## src/rtl/alarm_clock_pkg.sv

```systemverilog
// rtl/alarm_clock_pkg.sv - shared limits, edit state enum and field encodings for time setting
package alarm_clock_pkg;

  localparam logic [7:0] MAX_HR  = 8'd23;
  localparam logic [7:0] MAX_MIN = 8'd59;

  typedef enum logic [1:0] {
    IDLE     = 2'd0,
    EDIT_HR  = 2'd1,
    EDIT_MIN = 2'd2,
    COMMIT   = 2'd3
  } set_state_t;

  localparam logic [1:0] FIELD_NONE = 2'b00;
  localparam logic [1:0] FIELD_HRS  = 2'b01;
  localparam logic [1:0] FIELD_MIN  = 2'b10;

  // Step a time field by one, wrapping to zero past its maximum.
  function automatic logic [7:0] wrap_inc(input logic [7:0] value, input logic [7:0] max_value);
    return (value == max_value) ? 8'd0 : value + 8'd1;
  endfunction

endpackage

```

## src/rtl/time_set_ctrl_if.sv

```systemverilog
// rtl/time_set_ctrl_if.sv - valid/ready load channel from the time setter to a counter
interface time_set_ctrl_if;
  logic       load_valid;
  logic       load_ready;
  logic [7:0] load_hrs;
  logic [7:0] load_min;

  modport master (output load_valid, output load_hrs, output load_min, input load_ready);
  modport slave  (input load_valid, input load_hrs, input load_min, output load_ready);
endinterface

```

## src/rtl/time_set_ctrl_key_debounce.sv

```systemverilog
// rtl/time_set_ctrl_key_debounce.sv - key synchronizer, debounce counter and press pulse
module key_debounce #(
  parameter int DEBOUNCE_CYCLES = 16
) (
  input  logic clk,
  input  logic reset_n,
  input  logic key_n,
  output logic pressed,
  output logic press
);

  localparam int CW = $clog2(DEBOUNCE_CYCLES + 1);

  logic          sync1;
  logic          sync2;
  logic [CW-1:0] cnt;
  logic          sample_pressed;

  assign sample_pressed = ~sync2;

  // Two-flop synchronizer; idles at the released (high) level.
  always_ff @(posedge clk or negedge reset_n) begin
    if (!reset_n) begin
      sync1 <= 1'b1;
      sync2 <= 1'b1;
    end else begin
      sync1 <= key_n;
      sync2 <= sync1;
    end
  end

  // Accept a new level only after a full run of differing samples; pulse on a new press.
  always_ff @(posedge clk or negedge reset_n) begin
    if (!reset_n) begin
      cnt     <= '0;
      pressed <= 1'b0;
      press   <= 1'b0;
    end else begin
      press <= 1'b0;
      if (sample_pressed == pressed) begin
        cnt <= '0;
      end else if (cnt == CW'(DEBOUNCE_CYCLES - 1)) begin
        cnt     <= '0;
        pressed <= sample_pressed;
        press   <= sample_pressed;
      end else begin
        cnt <= cnt + CW'(1);
      end
    end
  end

endmodule

```

## src/rtl/time_set_ctrl.sv

```systemverilog
// rtl/time_set_ctrl.sv - key-driven hour/minute editor with load handshake; option AUTO_REPEAT_EN
module time_set_ctrl
  import alarm_clock_pkg::*;
#(
  parameter int DEBOUNCE_CYCLES = 16,
  parameter int REPEAT_DELAY    = 32,
  parameter int REPEAT_RATE     = 8
) (
  input  logic                  clk,
  input  logic                  reset_n,
  input  logic                  key_mode_n,
  input  logic                  key_inc_n,
  input  logic [7:0]            cur_hrs,
  input  logic [7:0]            cur_min,
  time_set_ctrl_if.master       load,
  output logic                  editing,
  output logic [1:0]            edit_field,
  output logic [7:0]            edit_hrs,
  output logic [7:0]            edit_min
);

  set_state_t state;
  set_state_t state_next;
  logic       mode_pulse;
  logic       mode_level_unused;
  logic       inc_pulse;
  logic       inc_level;
  logic       inc_evt;

  key_debounce #(.DEBOUNCE_CYCLES(DEBOUNCE_CYCLES)) u_mode_key (
    .clk     (clk),
    .reset_n (reset_n),
    .key_n   (key_mode_n),
    .pressed (mode_level_unused),
    .press   (mode_pulse)
  );

  key_debounce #(.DEBOUNCE_CYCLES(DEBOUNCE_CYCLES)) u_inc_key (
    .clk     (clk),
    .reset_n (reset_n),
    .key_n   (key_inc_n),
    .pressed (inc_level),
    .press   (inc_pulse)
  );

`ifdef AUTO_REPEAT_EN
  logic [15:0] rep_cnt;
  logic        rep_fire;

  // rep_cnt equals the cycles elapsed since the press pulse; after each repeat it is
  // rewound so the next repeat lands REPEAT_RATE cycles later.
  assign rep_fire = inc_level && (rep_cnt == 16'(REPEAT_DELAY));

  // Repeat counter runs only while the inc key is held.
  always_ff @(posedge clk or negedge reset_n) begin
    if (!reset_n) begin
      rep_cnt <= '0;
    end else if (!inc_level) begin
      rep_cnt <= '0;
    end else if (rep_fire) begin
      rep_cnt <= 16'(REPEAT_DELAY - REPEAT_RATE + 1);
    end else begin
      rep_cnt <= rep_cnt + 16'd1;
    end
  end

  assign inc_evt = inc_pulse | rep_fire;
`else
  logic unused_repeat;
  assign unused_repeat = inc_level & (REPEAT_DELAY > 0) & (REPEAT_RATE > 0);
  assign inc_evt = inc_pulse;
`endif

  // State register.
  always_ff @(posedge clk or negedge reset_n) begin
    if (!reset_n) begin
      state <= IDLE;
    end else begin
      state <= state_next;
    end
  end

  // Next-state: mode advances the edit sequence; COMMIT leaves on a completed transfer.
  always_comb begin
    state_next = state;
    case (state)
      IDLE:     if (mode_pulse) state_next = EDIT_HR;
      EDIT_HR:  if (mode_pulse) state_next = EDIT_MIN;
      EDIT_MIN: if (mode_pulse) state_next = COMMIT;
      COMMIT:   if (load.load_ready) state_next = IDLE;
      default:  state_next = IDLE;
    endcase
  end

  // Outputs decoded from state; load data mirrors the working values, frozen in COMMIT.
  always_comb begin
    editing         = 1'b0;
    edit_field      = FIELD_NONE;
    load.load_valid = 1'b0;
    load.load_hrs   = edit_hrs;
    load.load_min   = edit_min;
    case (state)
      EDIT_HR: begin
        editing    = 1'b1;
        edit_field = FIELD_HRS;
      end
      EDIT_MIN: begin
        editing    = 1'b1;
        edit_field = FIELD_MIN;
      end
      COMMIT:  load.load_valid = 1'b1;
      default: ;
    endcase
  end

  // Working values: capture with range clamp on entry, wrap-increment in the active field.
  // A mode pulse in the same cycle suppresses the increment.
  always_ff @(posedge clk or negedge reset_n) begin
    if (!reset_n) begin
      edit_hrs <= 8'd0;
      edit_min <= 8'd0;
    end else if (state == IDLE && mode_pulse) begin
      edit_hrs <= (cur_hrs > MAX_HR)  ? 8'd0 : cur_hrs;
      edit_min <= (cur_min > MAX_MIN) ? 8'd0 : cur_min;
    end else if (!mode_pulse && inc_evt) begin
      if (state == EDIT_HR)  edit_hrs <= wrap_inc(edit_hrs, MAX_HR);
      if (state == EDIT_MIN) edit_min <= wrap_inc(edit_min, MAX_MIN);
    end
  end

endmodule

```

## src/flat_wrapper.sv

```systemverilog
// flat-port wrapper written by rule: the top's interface ports become plain ports
module time_set_ctrl_flat import alarm_clock_pkg::*;
#(
  parameter int DEBOUNCE_CYCLES = 16,
  parameter int REPEAT_DELAY    = 32,
  parameter int REPEAT_RATE     = 8
)
  (clk, reset_n, key_mode_n, key_inc_n, cur_hrs, cur_min, editing, edit_field, edit_hrs, edit_min, load_load_valid, load_load_hrs, load_load_min, load_load_ready);
  time_set_ctrl_if load_i ();
  input  logic clk;
  input  logic reset_n;
  input  logic key_mode_n;
  input  logic key_inc_n;
  input  logic [7:0] cur_hrs;
  input  logic [7:0] cur_min;
  output logic editing;
  output logic [1:0] edit_field;
  output logic [7:0] edit_hrs;
  output logic [7:0] edit_min;
  output wire logic [$bits(load_i.load_valid)-1:0] load_load_valid;
  output wire logic [$bits(load_i.load_hrs)-1:0] load_load_hrs;
  output wire logic [$bits(load_i.load_min)-1:0] load_load_min;
  input wire logic [$bits(load_i.load_ready)-1:0] load_load_ready;
  assign load_load_valid = load_i.load_valid;
  assign load_load_hrs = load_i.load_hrs;
  assign load_load_min = load_i.load_min;
  assign load_i.load_ready = load_load_ready;
  time_set_ctrl #(.DEBOUNCE_CYCLES(DEBOUNCE_CYCLES), .REPEAT_DELAY(REPEAT_DELAY), .REPEAT_RATE(REPEAT_RATE)) u_core (.clk(clk), .reset_n(reset_n), .key_mode_n(key_mode_n), .key_inc_n(key_inc_n), .cur_hrs(cur_hrs), .cur_min(cur_min), .load(load_i), .editing(editing), .edit_field(edit_field), .edit_hrs(edit_hrs), .edit_min(edit_min));
endmodule
```

## config.mk

```make
export PLATFORM = sky130hd
export DESIGN_NAME = time_set_ctrl_flat
export DESIGN_NICKNAME = d
export VERILOG_FILES = /design/src/rtl/alarm_clock_pkg.sv /design/src/rtl/time_set_ctrl_if.sv /design/src/rtl/time_set_ctrl_key_debounce.sv /design/src/rtl/time_set_ctrl.sv /design/src/flat_wrapper.sv
export SDC_FILE = /design/constraint.sdc
export NUM_CORES = 1
export LEC_CHECK = 0
export ABC_CLOCK_PERIOD_IN_PS = 3700
export CORE_MARGIN = 8
export CORE_UTILIZATION = 40
export DETAILED_ROUTE_END_ITERATION = 10
export GPL_TIMING_DRIVEN = 0
export PLACE_DENSITY_LB_ADDON = 0.2
export SYNTH_ARGS = -nofsm -noshare
export SYNTH_HDL_FRONTEND = slang
export SYNTH_SLANG_ARGS = --single-unit
```

## constraint.sdc

```tcl
create_clock -name clk -period 3.7 [get_ports clk]
set_clock_uncertainty 0.05 [all_clocks]
set_input_delay 0.74 -clock clk [delete_from_list [all_inputs] [get_ports clk]]
set_output_delay 0.74 -clock clk [all_outputs]
set_load 0.02 [all_outputs]
```

==> flow_summary.json, run 1 <==
{
  "outcome": "completed",
  "min_from": "u_core.u_mode_key.sync1",
  "area_delta_synth_final_pct": 37.5,
  "ys_ff_latch": 36,
  "initial_core_util": 0.419,
  "dr.first_iter.drc_count": 114,
  "p_seq_frac": 0.426,
  "synthAdderAreaFrac": 0.0628,
  "worst_pin_slew_ps": 782,
  "cts_setup_buffers": 0,
  "portBuffers": 56,
  "synth_cell_types": 50,
  "finalSetupViolations": 0,
  "grt_overflow": 0,
  "vias": 1685,
  "final.setup.tns_ps": 0,
  "grt_max_degree": 37,
  "cp_cell_sequence": "inv_1 > ha_1 > clkdlybuf4s50_1",
  "rsz0062_at_grt": "false",
  "yosysTopAreaCellShare": 0.402,
  "post-route-cell-area_mm2": 0.00274,
  "fp.dieW_um": 86.6,
  "drive_gt1_frac": 0.158,
  "synth_common_cells": "dfrtp_1 (32), nand2_1 (17), buf_4 (16), nand3_1 (11), nor2_1 (11)",
  "drv_slew": 0,
  "post-place-cells": 318,
  "cellLeakagePower_nw": 1.18,
  "post-route-util": 0.576,
  "yosysTopAreaCell": "dfrtp_1",
  "yosysMostFrequentCell": "dfrtp_1",
  "cts_buffer_depth": 2,
  "r2r_cells": 6,
  "synth_compound_area_frac": 0.149,
  "hpwl_mm": 3.58,
  "r2r-start": "u_core.state[0]",
  "synthSimpleGateAreaFrac": 0.217,
  "io_pins": 57,
  "via_per_inst": 5.17,
  "drc_errors": 0,
  "synth-edff-count": 0,
  "critPathMaxFanout": 4,
  "gp_congestion": 0.807,
  "synth_ff_type": "dfrtp_1",
  "finalCriticalPeriod_ps": 2550,
  "rows": 25,
  "cpPeakStageDelay_ps": 610,
  "synth_xor_area_frac": 0.0264,
  "vdd_drop_max_mv": 0.336,
  "slowest_stage": "clkdlybuf4s50_1",
  "antenna_found_initial": 0,
  "holdBufCountCts": 0,
  "min_path_cells": 0,
  "antenna_cells": 0,
  "p_sw_uw": 289,
  "cts_sinks": 36,
  "p_clk_frac": 0.328,
  "hold_viol_final": 0,
  "cts_root_buffer": "clkbuf_8",
  "placed_cell_area_mm2": 0.00263,
  "cts-htree-levels": 2,
  "wire_per_inst_um": 14.0,
  "min_to": "u_core.u_mode_key.sync2",
  "synthesis.nets": 226,
  "cp.required_ps": 2910,
  "cts_buffers": 5,
  "critical_path_class": "flop to output port",
  "clkLatencyLatePin_ps": 290,
  "grt_pass1_vias": 1694,
  "synth_top_family_by_area": "simple AND/OR/NAND/NOR gates",
  "cts_resized": 0,
  "drt_first_pass_iters": 4,
  "fin_cells": 326,
  "synthArstFlopShare": 1.00,
  "rrSetupSlack_ps": 1900,
  "cp_top_family": "buffers and inverters",
  "max_freq_mhz": 392,
  "p_per_area_mw_per_mm2": 374,
  "muxShareOfSynthArea": 0.00565,
  "power_frac_comb": 0.246,
  "cp_num_cells": 3,
  "cts_tree": "done",
  "period_share": 0.689,
  "critPathArrivalTime_ps": 1760,
  "crit_buf_inv": 2,
  "ys_seq_area_frac": 0.455,
  "nNetsFinal": 289,
  "rr_endpoint": "u_core.edit_hrs[3]",
  "grt_first_pass_wirelength_mm": 7.61,
  "avgSynthCellArea_um2": 10.2,
  "p_sw_frac": 0.281,
  "cp-start-kind": "flop",
  "syn_inst": 195,
  "max_cap_violations": 0,
  "clkSlewWorstSetupHoldPaths_ps": 70,
  "ant_nets": 0,
  "p_int_uw": 737,
  "track_usage": 0.128,
  "die_h_um": 86.6,
  "hold_path_class": "flop to flop",
  "cp-end-kind": "output port",
  "die_area_mm2": 0.00749,
  "drt_wl_total_mm": 4.56,
  "netlist_area_mm2": 0.00199,
  "synth.area.top_cells": "dfrtp_1 (40%), ha_1 (6.3%), buf_4 (6.0%), dfstp_2 (5.3%), nand2_1 (3.2%)",
  "ys_warn_count": 0,
  "slew_headroom": 0.478,
  "fp.coreArea_mm2": 0.00475
}
how the worst max path moves through the flow:
stage / from / endpoint / slack, ps
global placement: reset_n / u_core.edit_hrs[2] / 1010
finish: u_core.state[0] / editing / 1150
global route: u_core.state[0] / editing / 1060
CTS: u_core.state[0] / editing / 1120
floorplan: u_core.state[0] / editing / 2070
detailed placement: u_core.state[0] / editing / 1450
power groups by stage:
stage,clock network [mW],logic (mW),registers (mW)
2_1_floorplan,0,0.151,0.440
3_3_place_gp,0,0.253,0.443
3_5_place_dp,0,0.257,0.445
4_1_cts,0.347,0.259,0.437
5_1_grt,0.365,0.283,0.442
6_report,0.336,0.252,0.437
cells in the final DEF (no fill, tap or decap), types with 4 or more instances in the layout:
cell type / count
clkdlybuf4s50_1: 55
dfrtp_1: 32
nand2_1: 17
buf_4: 16
nor2_1: 11
nand3_1: 11
a21oi_1: 10
ha_1: 10
o21ai_0: 9
inv_1: 7
nor3_1: 6
clkbuf_8: 5
xor2_1: 4
and3_1: 4
a31oi_1: 4
dfstp_2: 4
state kept, by name, indices dropped and copies added (netlist names):
signal                     count
u_core.edit_hrs                8
u_core.edit_min                8
u_core.state                   2
u_core.u_inc_key.cnt           5
u_core.u_inc_key.press         1
u_core.u_inc_key.pressed       1
u_core.u_inc_key.sync1         1
u_core.u_inc_key.sync2         1
u_core.u_mode_key.cnt          5
u_core.u_mode_key.press        1
u_core.u_mode_key.pressed      1
u_core.u_mode_key.sync1        1
u_core.u_mode_key.sync2        1
cell type report:
| cell class | count | area, µm² |
|---|---|---|
| inverters | 7 | 26.3 |
| repair buffers | 56 | 556 |
| multi-input cells | 133 | 918 |
| clock buffers | 6 | 72.6 |
| plain buffers | 19 | 141 |
| clock inverters | 2 | 35.0 |
| fillers | 436 | 2020 |
| flip-flops and latches | 36 | 906 |
| well taps | 67 | 83.8 |
layer usage:
layer	vias to the layer above	track usage	share of wire
met5	-	0	0
met4	0	0.0563	0.018
met3	10	0.0378	0.061
met2	44	0.228	0.51
met1	805	0.136	0.41
li1	826	-	-
metrics by stage:
| step | power (mW) | setup WS [ps] | hold slack, ps |
|---|---|---|---|
| 2_1_floorplan | 0.592 | 2070 | 295 |
| 3_3_place_gp | 0.696 | 1010 | 295 |
| 3_5_place_dp | 0.702 | 1450 | 297 |
| 4_1_cts | 1.04 | 1120 | 305 |
| 5_1_grt | 1.09 | 1060 | 311 |
| 6_report | 1.03 | 1150 | 308 |
kinds of logic after synthesis:
| logic type | Yosys count |
|---|---|
| fa+ha+maj | 10 |
| buf+inv | 26 |
| flops | 36 |
| xor+xnor | 6 |
| simple gates | 72 |
| mux | 1 |
| compound gates | 44 |
No activity file was read; power rests on OpenSTA's default activity.
==> inputs of run 2 (changes only) <==
--- a/config.mk
+++ b/config.mk
@@ -5,7 +5,7 @@
 export SDC_FILE = /design/constraint.sdc
 export NUM_CORES = 1
 export LEC_CHECK = 0
-export ABC_CLOCK_PERIOD_IN_PS = 3700
+export ABC_CLOCK_PERIOD_IN_PS = 2500
 export CORE_MARGIN = 8
 export CORE_UTILIZATION = 40
 export DETAILED_ROUTE_END_ITERATION = 10
==> constraint.sdc (replaced) <==
create_clock -name clk -period 2.5 [get_ports clk]
set_clock_uncertainty 0.05 [all_clocks]
set_input_delay 0.5 -clock clk [delete_from_list [all_inputs] [get_ports clk]]
set_output_delay 0.5 -clock clk [all_outputs]
set_load 0.02 [all_outputs]
==> results of run 2 <==
Same layout as run 1 (identical final DEF). Status: completed.
Main changes from that run: setup slack after placement 1450 ps -> 495 ps; setup slack after layout 1150 ps -> 190 ps; hold slack 308 ps -> 244 ps; register-to-register setup slack 1900 ps -> 700 ps; total power 1.03 mW -> 1.52 mW; worst IR drop on VDD 0.336 mV -> 0.497 mV
